## src/rtl/sram_master_defs.sv

```systemverilog
// =============================================================================
// sram_master_defs : shared state encodings and default access length
// Rev 1.0 - initial release
// =============================================================================
`default_nettype none

`ifndef SRAM_MASTER_DEFS_SV
`define SRAM_MASTER_DEFS_SV

`define SM_ST_IDLE      3'd0
`define SM_ST_SETUP     3'd1
`define SM_ST_ACCESS    3'd2
`define SM_ST_HOLD      3'd3
`define SM_ST_ACK       3'd4
`define SM_ST_RB_SETUP  3'd5
`define SM_ST_RB_ACCESS 3'd6
`define SM_ST_RB_HOLD   3'd7

`define SM_DEFAULT_WAIT_CYCLES 2

`endif

`default_nettype wire

```

## src/rtl/sram_master_pkg.sv

```systemverilog
// =============================================================================
// sram_master_pkg : FSM state type for sram_master
// RB_* states exist only with SRAM_MASTER_READBACK_EN defined.
// Rev 1.0 - initial release
// =============================================================================
`default_nettype none

`ifndef SRAM_MASTER_DEFS_SV
`include "sram_master_defs.sv"
`endif

package sram_master_pkg;

  typedef enum logic [2:0] {
    ST_IDLE      = `SM_ST_IDLE,
    ST_SETUP     = `SM_ST_SETUP,
    ST_ACCESS    = `SM_ST_ACCESS,
    ST_HOLD      = `SM_ST_HOLD,
    ST_ACK       = `SM_ST_ACK
`ifdef SRAM_MASTER_READBACK_EN
    ,
    ST_RB_SETUP  = `SM_ST_RB_SETUP,
    ST_RB_ACCESS = `SM_ST_RB_ACCESS,
    ST_RB_HOLD   = `SM_ST_RB_HOLD
`endif
  } sm_state_e;

endpackage

`default_nettype wire

```

## src/rtl/sram_master_wait_counter.sv

```systemverilog
// =============================================================================
// wait_counter : loadable down-counter, tc_o high while the count equals 1
// Rev 1.0 - initial release
// =============================================================================
`default_nettype none

module wait_counter #(
  parameter int WIDTH = 2
) (
  input  logic             clk_i,
  input  logic             rst_i,
  input  logic             load_i,
  input  logic             dec_i,
  input  logic [WIDTH-1:0] load_val_i,
  output logic             tc_o
);

  logic [WIDTH-1:0] count_q;
  logic [WIDTH-1:0] count_d;

  always_comb begin
    count_d = count_q;
    if (load_i) begin
      count_d = load_val_i;
    end else if (dec_i) begin
      count_d = count_q - WIDTH'(1);
    end
  end

  always_ff @(posedge clk_i or posedge rst_i) begin
    if (rst_i) begin
      count_q <= '0;
    end else begin
      count_q <= count_d;
    end
  end

  assign tc_o = (count_q == WIDTH'(1));

endmodule

`default_nettype wire

```

## src/rtl/sram_master.sv

```systemverilog
// =============================================================================
// sram_master : four-phase client request to sequenced async SRAM cycle
// SRAM_MASTER_READBACK_EN adds a verify read after every write (err port).
// Rev 1.0 - initial release
// =============================================================================
`default_nettype none

module sram_master
  import sram_master_pkg::*;
#(
  parameter int N           = 4,
  parameter int M           = 4,
  parameter int WAIT_CYCLES = `SM_DEFAULT_WAIT_CYCLES
) (
  input  logic         clock,
  input  logic         reset,
  input  logic         req,
  input  logic         we,
  input  logic [N-1:0] addr_in,
  input  logic [M-1:0] wdata,
  output logic [M-1:0] rdata,
  output logic         ack,
  output logic         busy,
`ifdef SRAM_MASTER_READBACK_EN
  output logic         err,
`endif
  output logic         s_,
  output logic         mr_,
  output logic         mw_,
  output logic [N-1:0] addr,
  output logic [M-1:0] data_out,
  output logic         data_oe,
  input  logic [M-1:0] data_in
);

  localparam int C_CNT_W = $clog2(WAIT_CYCLES + 1);

  sm_state_e    state_q, state_d;
  logic         we_q, we_d;
  logic         s_q, s_d;
  logic         mr_q, mr_d;
  logic         mw_q, mw_d;
  logic [N-1:0] addr_q, addr_d;
  logic [M-1:0] data_out_q, data_out_d;
  logic         data_oe_q, data_oe_d;
  logic [M-1:0] rdata_q, rdata_d;
  logic         ack_q, ack_d;
  logic         busy_q, busy_d;
`ifdef SRAM_MASTER_READBACK_EN
  logic [M-1:0] wdata_q, wdata_d;
  logic         err_q, err_d;
`endif

  logic         cnt_load;
  logic         cnt_dec;
  logic         cnt_tc;

  wait_counter #(
    .WIDTH (C_CNT_W)
  ) u_wait_counter (
    .clk_i      (clock),
    .rst_i      (reset),
    .load_i     (cnt_load),
    .dec_i      (cnt_dec),
    .load_val_i (C_CNT_W'(WAIT_CYCLES)),
    .tc_o       (cnt_tc)
  );

  always_comb begin
    state_d    = state_q;
    we_d       = we_q;
    s_d        = s_q;
    mr_d       = mr_q;
    mw_d       = mw_q;
    addr_d     = addr_q;
    data_out_d = data_out_q;
    data_oe_d  = data_oe_q;
    rdata_d    = rdata_q;
    ack_d      = ack_q;
    busy_d     = busy_q;
`ifdef SRAM_MASTER_READBACK_EN
    wdata_d    = wdata_q;
    err_d      = err_q;
`endif
    cnt_load   = 1'b0;
    cnt_dec    = 1'b0;

    unique case (state_q)
      ST_IDLE: begin
        if (req) begin
          state_d    = ST_SETUP;
          we_d       = we;
          addr_d     = addr_in;
          busy_d     = 1'b1;
          s_d        = 1'b0;
          data_oe_d  = we;
          data_out_d = we ? wdata : data_out_q;
`ifdef SRAM_MASTER_READBACK_EN
          wdata_d    = wdata;
          err_d      = 1'b0;
`endif
        end
      end
      ST_SETUP: begin
        state_d  = ST_ACCESS;
        cnt_load = 1'b1;
        mr_d     = we_q;
        mw_d     = ~we_q;
      end
      ST_ACCESS: begin
        if (cnt_tc) begin
          state_d = ST_HOLD;
          mr_d    = 1'b1;
          mw_d    = 1'b1;
          if (!we_q) begin
            rdata_d = data_in;
          end
        end else begin
          cnt_dec = 1'b1;
        end
      end
      ST_HOLD: begin
`ifdef SRAM_MASTER_READBACK_EN
        if (we_q) begin
          // verify read of the same location; bus released to the SRAM
          state_d   = ST_RB_SETUP;
          data_oe_d = 1'b0;
        end else begin
          state_d   = ST_ACK;
          s_d       = 1'b1;
          data_oe_d = 1'b0;
          ack_d     = 1'b1;
        end
`else
        state_d   = ST_ACK;
        s_d       = 1'b1;
        data_oe_d = 1'b0;
        ack_d     = 1'b1;
`endif
      end
`ifdef SRAM_MASTER_READBACK_EN
      ST_RB_SETUP: begin
        state_d  = ST_RB_ACCESS;
        cnt_load = 1'b1;
        mr_d     = 1'b0;
      end
      ST_RB_ACCESS: begin
        if (cnt_tc) begin
          state_d = ST_RB_HOLD;
          mr_d    = 1'b1;
          err_d   = (data_in != wdata_q);
        end else begin
          cnt_dec = 1'b1;
        end
      end
      ST_RB_HOLD: begin
        state_d = ST_ACK;
        s_d     = 1'b1;
        ack_d   = 1'b1;
      end
`endif
      ST_ACK: begin
        if (!req) begin
          state_d = ST_IDLE;
          ack_d   = 1'b0;
          busy_d  = 1'b0;
        end
      end
      default: begin
        state_d = ST_IDLE;
      end
    endcase
  end

  always_ff @(posedge clock or posedge reset) begin
    if (reset) begin
      state_q    <= ST_IDLE;
      we_q       <= 1'b0;
      s_q        <= 1'b1;
      mr_q       <= 1'b1;
      mw_q       <= 1'b1;
      addr_q     <= '0;
      data_out_q <= '0;
      data_oe_q  <= 1'b0;
      rdata_q    <= '0;
      ack_q      <= 1'b0;
      busy_q     <= 1'b0;
`ifdef SRAM_MASTER_READBACK_EN
      wdata_q    <= '0;
      err_q      <= 1'b0;
`endif
    end else begin
      state_q    <= state_d;
      we_q       <= we_d;
      s_q        <= s_d;
      mr_q       <= mr_d;
      mw_q       <= mw_d;
      addr_q     <= addr_d;
      data_out_q <= data_out_d;
      data_oe_q  <= data_oe_d;
      rdata_q    <= rdata_d;
      ack_q      <= ack_d;
      busy_q     <= busy_d;
`ifdef SRAM_MASTER_READBACK_EN
      wdata_q    <= wdata_d;
      err_q      <= err_d;
`endif
    end
  end

  assign s_       = s_q;
  assign mr_      = mr_q;
  assign mw_      = mw_q;
  assign addr     = addr_q;
  assign data_out = data_out_q;
  assign data_oe  = data_oe_q;
  assign rdata    = rdata_q;
  assign ack      = ack_q;
  assign busy     = busy_q;
`ifdef SRAM_MASTER_READBACK_EN
  assign err      = err_q;
`endif

endmodule

`default_nettype wire

```

## config.mk

```make
export PLATFORM = sky130hd
export DESIGN_NAME = sram_master
export DESIGN_NICKNAME = d
export VERILOG_FILES = /design/src/rtl/sram_master_pkg.sv /design/src/rtl/sram_master_wait_counter.sv /design/src/rtl/sram_master.sv
export VERILOG_INCLUDE_DIRS = /design/src /design/src/rtl
export SDC_FILE = /design/constraint.sdc
export NUM_CORES = 1
export LEC_CHECK = 0
export ABC_AREA = 1
export CAP_MARGIN = 20
export CORE_MARGIN = 10
export CORE_UTILIZATION = 44
export CTS_BUF_LIST = sky130_fd_sc_hd__clkbuf_16
export DETAILED_ROUTE_END_ITERATION = 8
export GPL_TIMING_DRIVEN = 0
export HOLD_SLACK_MARGIN = 0.06
export PLACE_DENSITY = 0.75
export SLEW_MARGIN = 0
export SYNTH_ARGS = -nofsm -noshare
export SYNTH_HDL_FRONTEND = slang
export SYNTH_SLANG_ARGS = --single-unit
```

## constraint.sdc

```tcl
create_clock -name clock -period 1.5 [get_ports clock]
set_input_delay 0.15 -clock clock [delete_from_list [all_inputs] [get_ports clock]]
set_output_delay 0.15 -clock clock [all_outputs]
set_load 0.01 [all_outputs]
```

After elaboration in Yosys (flattened, before gate mapping)
Cells that the tools add are included.
- bitwise gates (word level): 1
- $add $sub $neg: 1
- reduce and logical (&&, ||, !) cells: 14
- equality and inequality tests: 8
- multiplexer cells: 20
- operators with widths (operator ; number):
    $pmux 3 s5 ; 1
    $pmux 1 s2 ; 6
    $reduce_and 3->1 ; 4
    $reduce_bool 2->1 ; 5
    $mux 3 ; 3
    $mux 1 ; 8
    $reduce_and 2->1 ; 4
    $eq 3x2->1 const B ; 2
    $ne 2x2->1 const B ; 3
    $mux 2 ; 2
    $eq 3x1->1 const B ; 1
    $eq 3x3->1 const B ; 1
    $logic_not 3->1 ; 1
    $eq 2x1->1 const B ; 1
    $sub 2x1->2 const B ; 1
    $not 1->1 ; 1
- word-level logic and storage cells: 56
- flip-flop bits (word level): 24
- bits of input ports: 16
- output and inout bits: 18

Logic depth before layout (Yosys ltp)
Gate-level depths: netlist (run 1).
- depth in word-level cells: 5
- gate-level depth with buffers: 6

Modules after synthesis
A second synthesis (run 1) with hierarchy kept.
- cells, all modules: 125
- area total of the unflattened synthesis: 1057.3 µm²
- by module, submodules not included (module ; times used ; cells each ; seq. area each (µm²) ; area each (µm²)):
    sram_master ; 1 ; 110 ; 554.3 ; 934.6
    wait_counter ; 1 ; 15 ; 50.0 ; 122.6

Worst setup path after synthesis (run 1)
No wires, ideal clock.
- path type: register to register
- start point: register state_q[1]
- end point: register data_out_q[0] (netlist: data_out[0])
- buffers on the path: 0
- setup time: 0.117 ns
- setup slack: 0.399 ns
- stages on the path, launching flop included: 7
- data arrival time: 0.984 ns
- required time: 1.383 ns
- cell sequence: dfrtp_1 -> nor2_2 -> nand3_4 -> inv_4 -> nand2_4 -> nand2_1 -> nand2_1
- longest elaborated chain between the ends: 2
- ends and longest elaborated chain (what ; RTL line ; source):
    start, declared ; sram_master.sv:38 ; sm_state_e state_q, state_d;
    start signal, assigned ; sram_master.sv:193 ; state_q <= state_d;
    $logic_not 3->1 ; sram_master.sv:88 ; unique case (state_q)
    $reduce_and 3->1 (no source line) ; -- ;
    end signal, assigned ; sram_master.sv:199 ; data_out_q <= data_out_d;
    end, declared ; sram_master.sv:44 ; logic [M-1:0] data_out_q, data_out_d;
No other way between the ends.
A chain may end at the register's enable or synchronous reset.

Worst setup path in the final report (run 1)
- start point: register s_q (netlist: s_)
- end point: output port s_
- RTL lines (what ; RTL line ; source):
    start, declared ; sram_master.sv:40 ; logic s_q, s_d;
    start signal, assigned ; sram_master.sv:179 ; s_q <= 1'b1;
    start signal, assigned ; sram_master.sv:195 ; s_q <= s_d;
    end, declared ; sram_master.sv:27 ; output logic s_,
No word-level cell between the ends.

==> qor.txt, run 1 <==
VDD IR max = 1.41 mV
row cnt = 17
final WL = 2.43 mm
total track usage = 0.117
clock share of power = 0.225
critical path launch point type = register
P_int = 2.18 mW
Sw Ratio = 0.343
Detailed Route Iter0 Violations = 34
Flop pwr share = 0.355
maxcap violations = 0
sw power = 1.13 mW
routed vias = 875
root buffer cell = clkbuf_16
vias per inst = 4.78
# IOs = 34
Die Span Y = 68.5 um
Placed Cells = 179
Max FO, Critical Path = 2
nets = 173
Yosys cell types = 17
Req. time, crit path = 1350 ps
Least-Margin Pin Slew = 866 ps
Die Area = 4690 um2
critical path's largest stage delay = 530 ps
clock sinks = 24
commonest non-fill, non-tap cell in the layout = nand2_1
ratio of cells with drive above 1 in the final layout = 0.0839
CTS buffer count = 3
Port Buffers = 33
TritonRoute pass-1 iters = 4
per-cell routed wire length = 13.3 um
largest net degree at the start of global routing = 25
Mapped Avg Cell Area = 8.77 um2
Max-slew headroom = 0.422
most frequent cells in the layout = nand2_1 (55), clkdlybuf4s50_1 (31), dfrtp_1 (21)
Gate Count Post-Synth = 118
number of routed nets with antenna violations = 0
ANT cells = 0
antenna violations before repair = 0
Leak = 0.776 nW
post-synthesis sequential area ratio = 0.584
Critical Path Sink Type = output port
R2R depth = 6
Pwr Density = 2190 nW/um2
Post-Syn Nets = 135
clock buffer depth = 2
Final Cycle Share = 0.975
Starting Density = 0.463
flop2flop setup slack = 230 ps
first-pass GRT wire length = 4.17 mm
reg-to-reg endpoint = data_out[3]
Worst path top cell family by delay = flip-flops
Mapped Area = 1030 um2
Slowest cell on crit path = dfstp_2
kind of critical path = reg2out
core area = 2230 um2
Synth Register Bits = 24
Worst EP arrival = 1310 ps
# setup viols final = 0
die width = 68.5 um
worst r2r src = state_q[1]
Comb power frac = 0.420
clock transition at the registers of the reported paths = 60 ps
post-DP HPWL = 1.87 mm
setup TNS = 0 ps
max-slew violations = 0
RSZ-0062 raised after global routing = false
Layout fillers = 198
Layout Skew = 4.03 ps
Worst Path Buf+Inv = 1
Core Util, Final = 0.676
area delta synth->final = 45.9%
number of global-route vias before repair = 878
Syn. warnings = 0
Fmax = 684 MHz
post-layout instance count excluding filler cells = 183
Clk Latency, worst-skew pair = 260 ps
CTS tree = built
grt total ovfl = 0
GP Congestion = 0.717
H-tree Lvls = 1
CP Cell Sequence = clkdlybuf4s50_1
Post-route DRC = 0
worst hold path class = in2async
Final Critical Period = 1460 ps
DP Worst Slack = 108 ps
endpoints failing hold = 0
setup ws final = 37.3 ps
outcome = finished, final reports clean
worst max path at each step:
stage	startpoint	to	slack (ps)	cells past startpoint
2_1_floorplan	state_q[1]	data_out[0]	400	6
3_3_place_gp	req	data_out[2]	160	6
3_5_place_dp	req	data_out[3]	110	6
4_1_cts	mw_	mw_	6	1
5_1_grt	s_	s_	10	1
6_report	s_	s_	40	1
per-stage QoR:
stage | hold slack, ps | area [um2] | power (mW)
6_report | 385 | 1510 | 3.31
5_1_grt | 438 | 1510 | 3.59
4_1_cts | 426 | 1510 | 3.36
3_5_place_dp | 456 | 1400 | 2.59
3_3_place_gp | 453 | 1400 | 2.54
2_1_floorplan | 162 | 1030 | 1.92
final cells by class:
class | count | area [um2] | share of cell area
Sequential cell | 24 | 604 | 0.400
Timing Repair Buffer | 33 | 335 | 0.222
Clock inverter | 1 | 30.0 | 0.0199
Tap cell | 28 | 35.0 | 0.0232
Multi-Input combinational cell | 84 | 390 | 0.258
Inverter | 10 | 40.0 | 0.0265
Clock buffer | 3 | 75.1 | 0.0497
sequential cells by signal, indices dropped and copies added (netlist names):
| register | flops |
|---|---|
| busy | 1 |
| ack | 1 |
| u_wait_counter.count_q | 2 |
| mr_ | 1 |
| data_oe | 1 |
| rdata | 4 |
| state_q | 3 |
| mw_ | 1 |
| we_q | 1 |
| addr | 4 |
| data_out | 4 |
| s_ | 1 |
power groups by stage:
stage / Clock, mW / Combinational, mW / Sequential (mW)
finish: 0.744 / 1.39 / 1.18
global route: 0.796 / 1.58 / 1.21
CTS: 0.758 / 1.43 / 1.18
detailed placement: 0 / 1.41 / 1.19
global placement: 0 / 1.37 / 1.17
floorplan: 0 / 0.644 / 1.28
routing by layer:
layer,vias to the layer above,part of all wire,GRT usage
li1,447,-,-
met5,-,0,0
met2,16,0.51,0.194
met4,0,0.012,0.0402
met3,5,0.059,0.0467
met1,407,0.41,0.135
synthesized netlist by cell type:
cell type,number,area share
nand3_1,11,0.053
ha_1,1,0.012
o21ai_0,3,0.015
nand2_4,1,0.011
nand2_1,55,0.20
inv_4,1,0.0060
nor2_1,5,0.018
nand4_1,1,0.0060
nor2_4,1,0.011
dfstp_2,3,0.076
nor2_2,1,0.0060
nand3_4,1,0.017
nand3b_1,2,0.015
a21oi_1,1,0.0048
nand3_2,1,0.0097
inv_1,9,0.033
dfrtp_1,21,0.51
cells by family after synthesis:
| family | synth area share |
|---|---|
| DFF | 0.584 |
| buffers and inverters | 0.0387 |
| and+or+nand+nor | 0.346 |
| adders and majority gates | 0.0121 |
| AOI/OAI and AO/OA | 0.0193 |
repair_timing:
action                                  in CTS  in global routing
gates resized for setup                      0                  2
setup buffers                                0                  0
hold buffers                                 0                  0
endpoints found under the setup margin       0                  2
Note: power is estimated with default switching activity, not from simulation.
==> inputs of run 2 (changes only) <==
--- a/config.mk
+++ b/config.mk
@@ -9,12 +9,12 @@
 export ABC_AREA = 1
 export CAP_MARGIN = 20
 export CORE_MARGIN = 10
-export CORE_UTILIZATION = 44
+export CORE_UTILIZATION = 40
 export CTS_BUF_LIST = sky130_fd_sc_hd__clkbuf_16
 export DETAILED_ROUTE_END_ITERATION = 8
 export GPL_TIMING_DRIVEN = 0
 export HOLD_SLACK_MARGIN = 0.06
-export PLACE_DENSITY = 0.75
+export PLACE_DENSITY = 0.72
 export SLEW_MARGIN = 0
 export SYNTH_ARGS = -nofsm -noshare
 export SYNTH_HDL_FRONTEND = slang
==> constraint.sdc (replaced) <==
create_clock -name clock -period 1.26 [get_ports clock]
set_input_delay 0.126 -clock clock [delete_from_list [all_inputs] [get_ports clock]]
set_output_delay 0.126 -clock clock [all_outputs]
set_load 0.01 [all_outputs]
==> qor.txt, run 2 (same netlist as run 1, synthesis figures left out) <==
# setup viols final = 0
maxcap violations = 0
post-DP HPWL = 1.89 mm
GP Congestion = 0.755
CTS tree = built
top routing layer in use = met4
row cnt = 18
Worst EP arrival = 1390 ps
# IOs = 34
root buffer cell = clkbuf_16
R2R depth = 5
final WL = 2.50 mm
Max FO, Critical Path = 6
Least-Margin Pin Slew = 874 ps
Final Critical Period = 1190 ps
vias per inst = 4.85
# hold bufs at CTS = 0
Port Buffers = 33
antenna violations before repair = 0
ratio of cells with drive above 1 in the final layout = 0.127
Critical Path Sink Type = register
largest net degree at the start of global routing = 25
worst hold path class = in2async
TritonRoute pass-1 iters = 4
H-tree Lvls = 1
Clk Latency, worst-skew pair = 250 ps
Pwr Density = 2460 nW/um2
clock transition at the registers of the reported paths = 60 ps
outcome = finished, final reports clean
clock buffer depth = 2
post-layout instance count excluding filler cells = 188
met2 wire length = 1.39 mm
VDD IR max = 1.35 mV
clock sinks = 24
area delta synth->final = 44.7%
Leak = 0.789 nW
most frequent cells in the layout = nand2_1 (55), dfrtp_1 (19), dlygate4sd2_1 (17)
total track usage = 0.0984
commonest non-fill, non-tap cell in the layout = nand2_1
nets = 176
Max-slew headroom = 0.417
CTS buffer count = 3
number of routed nets with antenna violations = 0
max-slew violations = 0
number of global-route vias before repair = 941
Layout Skew = 1.00 ps
Post-route DRC = 0
core area = 2480 um2
routed vias = 911
RSZ-0062 raised after global routing = true
Die Span Y = 70.9 um
Fmax = 839 MHz
endpoints failing hold = 0
Pwr Total = 3.69 mW
kind of critical path = reg2reg
grt total ovfl = 0
die width = 70.9 um
Final Cycle Share = 0.946
Starting Density = 0.418
first-pass GRT wire length = 4.16 mm
critical path launch point type = register
ANT cells = 0
Placed Cells = 181
metal3 WL = 63 um
Detailed Route Iter0 Violations = 36
Req. time, crit path = 1460 ps
per-cell routed wire length = 13.3 um
M1 WL = 971 um
Die Area = 5020 um2
[run 2: cell types whose count changed in the layout (fill, tap and decap cells not counted), sizes merged]
cell / change
clkinv: +1
buf: +3
dlygate4sd2: +17
dlymetal6s2s: -1
clkdlybuf4s50: -16
bufinv: -1
[run 2: cell type report]
| type | count | area, um2 |
|---|---|---|
| multi-input combinational | 84 | 398 |
| inverter | 10 | 42.5 |
| sequential | 24 | 607 |
| fill | 222 | 980 |
| clock inverter | 1 | 3.75 |
| clock buffer | 3 | 75.1 |
| timing repair buffer | 36 | 334 |
| tap | 30 | 37.5 |
[run 2: where the power goes]
part | total (mW) | internal [mW] | switching [mW]
clock network | 0.678 | 0.424 | 0.255
logic | 1.60 | 0.698 | 0.900
registers | 1.41 | 1.17 | 0.241
total | 3.69 | 2.29 | 1.40
[run 2: worst paths after layout]
kind                             from         end  slack [ps]
setup / recovery           state_q[0]    rdata[1]          70
hold / removal                  reset         ack         350
setup reg to reg           state_q[0]    rdata[1]          70
max in group asynchronous       reset  state_q[0]         310
hold reg to reg                    s_          s_         470
min in group clock         addr_in[2]     addr[2]         400
[run 2: stage by stage]
stage | TNS (ps) | util | hold slack (ps) | setup slack, ps | cell area [um2]
2_1_floorplan | 0 | - | 138 | 159 | 1030
3_3_place_gp | -310 | 0.566 | 455 | -75.8 | 1400
5_1_grt | -136 | 0.605 | 418 | -39.7 | 1500
6_report | 0 | 0.605 | 354 | 68.1 | 1500
4_1_cts | 0 | 0.591 | 393 | 6.89 | 1470
3_5_place_dp | -340 | 0.566 | 463 | -89.5 | 1400
[run 2: critical path: stages (launching register included)]
cell     delay (ps)
dfrtp_2         450
nor2_4          180
nand4_1         240
inv_2           150
nand2_1          60
nand2_1          50
[run 2: layer usage]
metal / up-vias / track usage
met5: - / 0
met4: 0 / 0.0538
met3: 7 / 0.0139
met2: 20 / 0.178
met1: 435 / 0.107
li1: 449 / -
[run 2: repair_timing]
action | in CTS | in global routing
setup endpoints to repair | 21 | 10
gates cloned | 0 | 0
pin swaps | 0 | 4
gates resized for setup | 18 | 7
endpoints found under the hold margin | 0 | 0
buffers inserted | 0 | 3
